$ cat src/rtl/wb_stage_pipe.sv
// MIPS writeback stage: accepts the MEM/WB bundle and selects the write data.
// Tracks one outstanding load with a timeout. Optional counters: `define WB_STATS_EN.
module wb_stage_pipe #(
  parameter int DATA_W      = 32,
  parameter int REG_AW      = 5,
  parameter int MEM_TIMEOUT = 15
) (
  input  logic              clk,
  input  logic              rst_n,
  input  logic              in_valid,
  output logic              in_ready,
  input  logic [2:0]        control_in,
  input  logic [DATA_W-1:0] pc_4,
  input  logic [DATA_W-1:0] data_alu,
  input  logic [DATA_W-1:0] data_imm,
  input  logic [REG_AW-1:0] regdst_in,
  input  logic              flush,
  input  logic              mem_rvalid,
  input  logic [DATA_W-1:0] mem_rdata,
  output logic              reg_write,
  output logic [REG_AW-1:0] regdst_out,
  output logic [DATA_W-1:0] data_to_reg,
  output logic              pend_valid,
  output logic [REG_AW-1:0] pend_addr,
  output logic              mem_err
`ifdef WB_STATS_EN
  ,
  output logic [31:0]       wb_count,
  output logic [31:0]       stall_count
`endif
);

  localparam int CNT_W = (MEM_TIMEOUT > 0) ? $clog2(MEM_TIMEOUT + 1) : 1;
  localparam logic [CNT_W-1:0] TIMEOUT_V = CNT_W'(MEM_TIMEOUT);

  localparam logic [1:0] SEL_PC4  = 2'b00;
  localparam logic [1:0] SEL_LOAD = 2'b01;
  localparam logic [1:0] SEL_ALU  = 2'b10;

  typedef enum logic {IDLE, WAIT_MEM} state_t;

  state_t            state_q, state_d;
  logic [CNT_W-1:0]  cnt_q, cnt_d;
  logic              pend_we;
  logic              accept;
  logic [1:0]        sel;
  logic [DATA_W-1:0] sel_data;
  logic              wr_d;
  logic [REG_AW-1:0] waddr_d;
  logic [DATA_W-1:0] wdata_d;
  logic              err_d;
  logic              latch_d;

  assign in_ready = (state_q == IDLE);
  assign accept   = in_valid && in_ready && !flush;
  assign sel      = control_in[2:1];

  always_comb begin
    case (sel)
      SEL_PC4:  sel_data = pc_4;
      SEL_LOAD: sel_data = mem_rdata;
      SEL_ALU:  sel_data = data_alu;
      default:  sel_data = data_imm;
    endcase
  end

  // NOTE: every signal gets a default before the case so no path leaves it unassigned (no latch).
  always_comb begin
    state_d = state_q;
    cnt_d   = cnt_q;
    wr_d    = 1'b0;
    waddr_d = regdst_in;
    wdata_d = sel_data;
    err_d   = 1'b0;
    latch_d = 1'b0;
    case (state_q)
      IDLE: begin
        if (accept) begin
          if (sel == SEL_LOAD && !mem_rvalid) begin
            state_d = WAIT_MEM;
            cnt_d   = '0;
            latch_d = 1'b1;
          end else begin
            wr_d = control_in[0] && (regdst_in != '0);
          end
        end
      end
      WAIT_MEM: begin
        waddr_d = pend_addr;
        wdata_d = mem_rdata;
        if (flush) begin
          state_d = IDLE;
        end else if (mem_rvalid) begin
          state_d = IDLE;
          wr_d    = pend_we && (pend_addr != '0);
        end else begin
          cnt_d = cnt_q + 1'b1;
          if (MEM_TIMEOUT > 0 && cnt_d == TIMEOUT_V) begin
            err_d   = 1'b1;
            state_d = IDLE;
          end
        end
      end
      default: state_d = IDLE;
    endcase
  end

  // NOTE: async reset lands the FSM and every output register at a known value at once.
  // NOTE: sequential state uses non-blocking assignments so all flops update together at the edge.
  always_ff @(posedge clk or negedge rst_n) begin
    if (!rst_n) begin
      state_q     <= IDLE;
      cnt_q       <= '0;
      reg_write   <= 1'b0;
      regdst_out  <= '0;
      data_to_reg <= '0;
      pend_valid  <= 1'b0;
      pend_addr   <= '0;
      pend_we     <= 1'b0;
      mem_err     <= 1'b0;
    end else begin
      state_q    <= state_d;
      cnt_q      <= cnt_d;
      reg_write  <= wr_d;
      mem_err    <= err_d;
      pend_valid <= (state_d == WAIT_MEM);
      // Write address/data only move on a real write so they hold between pulses.
      if (wr_d) begin
        regdst_out  <= waddr_d;
        data_to_reg <= wdata_d;
      end
      if (latch_d) begin
        pend_addr <= regdst_in;
        pend_we   <= control_in[0];
      end
    end
  end

`ifdef WB_STATS_EN
  always_ff @(posedge clk or negedge rst_n) begin
    if (!rst_n) begin
      wb_count    <= '0;
      stall_count <= '0;
    end else begin
      if (reg_write && wb_count != '1)
        wb_count <= wb_count + 32'd1;
      if (state_q == WAIT_MEM && stall_count != '1)
        stall_count <= stall_count + 32'd1;
    end
  end
`endif

endmodule

$ cat config.mk
export PLATFORM = sky130hd
export DESIGN_NAME = wb_stage_pipe
export DESIGN_NICKNAME = d
export VERILOG_FILES = /design/src/rtl/wb_stage_pipe.sv
export SDC_FILE = /design/constraint.sdc
export NUM_CORES = 1
export LEC_CHECK = 0
export ABC_CLOCK_PERIOD_IN_PS = 2600
export CORE_UTILIZATION = 39
export DETAILED_ROUTE_END_ITERATION = 12
export PLACE_DENSITY = 0.82
export SLEW_MARGIN = 10
export SYNTH_ARGS = -nofsm -noshare
export SYNTH_HDL_FRONTEND = slang
export SYNTH_SLANG_ARGS = --single-unit
$ cat constraint.sdc
create_clock -name clk -period 2.6 [get_ports clk]
set_clock_uncertainty 0.05 [all_clocks]
set_input_delay 0.26 -clock clk [delete_from_list [all_inputs] [get_ports clk]]
set_output_delay 0.26 -clock clk [all_outputs]
set_load 0.005 [all_outputs]
==> flow_summary.ini <==
[run_status]
run_status = finished clean

[synth]
synth.largest_area_cell = sky130_fd_sc_hd__dfrtp_1
synth_cell_type_count = 29
syn_inst = 327
post_synth_instance_area_um2 = 3350
post_synth_main_area_contributors = sky130_fd_sc_hd__dfrtp_1, sky130_fd_sc_hd__mux2_2, sky130_fd_sc_hd__mux2_4, sky130_fd_sc_hd__a22oi_1, sky130_fd_sc_hd__nor2b_1
ys_seq_elements = 50
synthesis.yosys.warnings = 0
synth_top_area_share_pct = 37.3
synth_area_per_cell_um2 = 10.3
mappedNetlistNets = 470
seq_area_frac_synth_pct = 37.3

[placement]
gpl.final_weighted_congestion = 0.723
dp_hpwl_mm = 7.84
dpl_worst_slack_ns = 0.233
port_buffers = 186
numPlacedInstances = 604
total_cell_area_at_the_placement_stage_um2 = 5330

[floorplan]
dieHeight_um = 94.7
floorplan.io_pins = 187
core-area_um2 = 8260
floorplan.initialDensity_pct = 40.6
floorplan.die.width_um = 94.7
number_of_placement_rows = 33
fp.dieArea_um2 = 8970

[drt]
ant_nets = 0
drt-vias-per-instance = 5.33
avgRoutedWirePerCell_um = 17.3
detail_route.drc_violations = 0
detail_route.wirelength_mm = 10.6
detailedRoute.firstPassIterationCount = 4
detail_route.iter0.violations = 54
via_count = 3262

[cells_and_area]
design_area_um2 = 5440
largest_reg_flops = 32
drive_gt1_share_pct = 20.9
final_net_count = 649
layout-area-overhead-vs-synth_pct = 62.1
final-instance-count-excl-fill = 612
finalCoreUtilization_pct = 65.8
antenna_cells_inserted = 0

[global_route]
grt_max_degree = 51
grt_pass1_vias = 3230
antenna_found_initial = 0
grt_remaining_overflow = 0
grtUsageTotal_pct = 22.8
grt_pass1_wl_mm = 15.8

[timing]
max_clock_freq_ghz = 0.461
finalCritPeriodShare_pct = 83.4
finalSetupViolations = 0
layout_setup_ws_ns = 0.430
tightestPinTransition_ns = 0.966
final-max-slew-violation-count = 0
final.hold.worst_slack_ns = 0.00722
timing.setup.tns_ns = 0
hold_violations_final = 0
period_minus_ws_final_ns = 2.17
grt_setup_unrepaired = false
max-slew-margin-rel_pct = 35.5

[worst_setup_path]
critical_path.max_fanout = 43
r2r_end = data_to_reg[30]$_DFFE_PN0P_
worstReg2RegStart = state_q$_DFF_PN0_
r2r_slack_ns = 0.43
setup.worst_path.class = flip-flop to flip-flop
r2r_cells = 5
startpoint_type = flip-flop
critical_path_arrival_ns = 2.30
required_ns = 2.73
endpoint_kind = flip-flop

[cts]
clk_path_buf_depth = 2
clock_latency_ns = 0.30
tritoncts_clock_tree = yes
path_clk_slew_ns = 0.09
cts_post_setup_buffers_inserted = 0
htree_num_levels = 2
clk_sinks = 50
cts_resized = 0
cts_made_buffers = 5
cts.root.buffer_cell = sky130_fd_sc_hd__clkbuf_8
hold_buffers = 0

[power_and_ir_drop]
total_leakage_power_nw = 2.17
largest_voltage_drop_on_the_vdd_net_mv = 0.310
powerDensity_nw_per_um2 = 495
fin_total_pwr_mw = 2.69

[run]
max_cap_viol_count = 0

[hold_path]
min-delay-path-class = input port to async pin
[placed cells by master (no fill, tap or decap), types with 4 or more instances in the layout]
cell                              Yosys  layout
sky130_fd_sc_hd__a21oi_1             33      33
sky130_fd_sc_hd__o21ai_0             34      34
sky130_fd_sc_hd__mux2_2              60      60
sky130_fd_sc_hd__inv_1                7       7
sky130_fd_sc_hd__buf_4                0      12
sky130_fd_sc_hd__clkbuf_8             0       5
sky130_fd_sc_hd__a22oi_1             31      31
sky130_fd_sc_hd__nand2_1              4       4
sky130_fd_sc_hd__clkdlybuf4s50_1      0     184
sky130_fd_sc_hd__mux2_4              19      19
sky130_fd_sc_hd__nand3_1              6       6
sky130_fd_sc_hd__dfrtp_1             50      50
sky130_fd_sc_hd__nor2b_1             32      31
sky130_fd_sc_hd__nor2_1               7       6
[power by group]
part	internal [mW]	total, mW	switching, mW
clock	0.283	0.539	0.255
sequential	0.955	1.07	0.114
combinational	0.744	1.08	0.341
total	1.98	2.69	0.710
[Yosys cell counts]
library cell	number
sky130_fd_sc_hd__o21ai_0	34
sky130_fd_sc_hd__buf_1	3
sky130_fd_sc_hd__o221a_2	1
sky130_fd_sc_hd__buf_6	3
sky130_fd_sc_hd__nand2_1	4
sky130_fd_sc_hd__a21oi_1	33
sky130_fd_sc_hd__inv_1	7
sky130_fd_sc_hd__nand2b_1	1
sky130_fd_sc_hd__a22oi_1	31
sky130_fd_sc_hd__clkbuf_1	18
sky130_fd_sc_hd__nand4b_1	1
sky130_fd_sc_hd__dfrtp_1	50
sky130_fd_sc_hd__or3b_2	1
sky130_fd_sc_hd__nor2_1	7
sky130_fd_sc_hd__mux2_4	19
sky130_fd_sc_hd__o311ai_0	1
sky130_fd_sc_hd__nand4_1	1
sky130_fd_sc_hd__buf_2	2
sky130_fd_sc_hd__nor3b_1	1
sky130_fd_sc_hd__or4_1	2
sky130_fd_sc_hd__xnor2_1	2
sky130_fd_sc_hd__nor2b_1	32
sky130_fd_sc_hd__o22ai_1	2
sky130_fd_sc_hd__ha_1	2
sky130_fd_sc_hd__mux2i_1	1
sky130_fd_sc_hd__nand3_1	6
sky130_fd_sc_hd__and3_1	1
sky130_fd_sc_hd__o32ai_1	1
sky130_fd_sc_hd__mux2_2	60
[how the worst max path moves through the flow]
stage	startpoint	depth (start not counted)	to	slack (ns)
floorplan	pend_addr[2]$_DFFE_PN0P_	6	data_to_reg[10]$_DFFE_PN0P_	0.76
global placement	regdst_in[2]	6	data_to_reg[20]$_DFFE_PN0P_	0.30
detailed placement	regdst_in[2]	6	data_to_reg[16]$_DFFE_PN0P_	0.23
CTS	state_q$_DFF_PN0_	5	data_to_reg[30]$_DFFE_PN0P_	0.43
global route	state_q$_DFF_PN0_	5	data_to_reg[30]$_DFFE_PN0P_	0.31
finish	state_q$_DFF_PN0_	5	data_to_reg[30]$_DFFE_PN0P_	0.43
[worst max-delay path, cell delays in order, from the launching register on]
cell and delay (ns):
sky130_fd_sc_hd__dfrtp_1 0.36, sky130_fd_sc_hd__buf_4 0.46, sky130_fd_sc_hd__nand4b_1 0.24, sky130_fd_sc_hd__o32ai_4 0.15, sky130_fd_sc_hd__buf_4 0.39, sky130_fd_sc_hd__mux2_2 0.38
[area by class of cell]
type	instances	area, um^2
Timing Repair Buffer	198	1940
Fill cell	680	2820
Sequential cell	50	1250
Multi-Input combinational cell	244	1980
Clock buffer	5	68.8
Clock inverter	3	40.0
Inverter	7	26.3
Tap cell	105	131
[routing by layer]
metal	track usage, %	vias up	share of wire [%]
li1	-	1557	-
met1	26.8	1575	40
met2	41.5	119	51
met3	5.31	11	7.3
met4	5.81	0	1.1
met5	0	-	0
[cell families (layout without fill, tap and decap cells)]
| logic type | Yosys count | after routing | share of synthesized area (%) |
|---|---|---|---|
| compound gates | 103 | 103 | 18.2 |
| xor+xnor | 2 | 2 | 0.522 |
| fa+ha+maj | 2 | 2 | 0.746 |
| buf+inv | 33 | 213 | 4.44 |
| flops | 50 | 50 | 37.3 |
| mux | 80 | 80 | 29.0 |
| simple gates | 57 | 57 | 9.85 |
No activity file was read; power rests on OpenSTA's default activity.
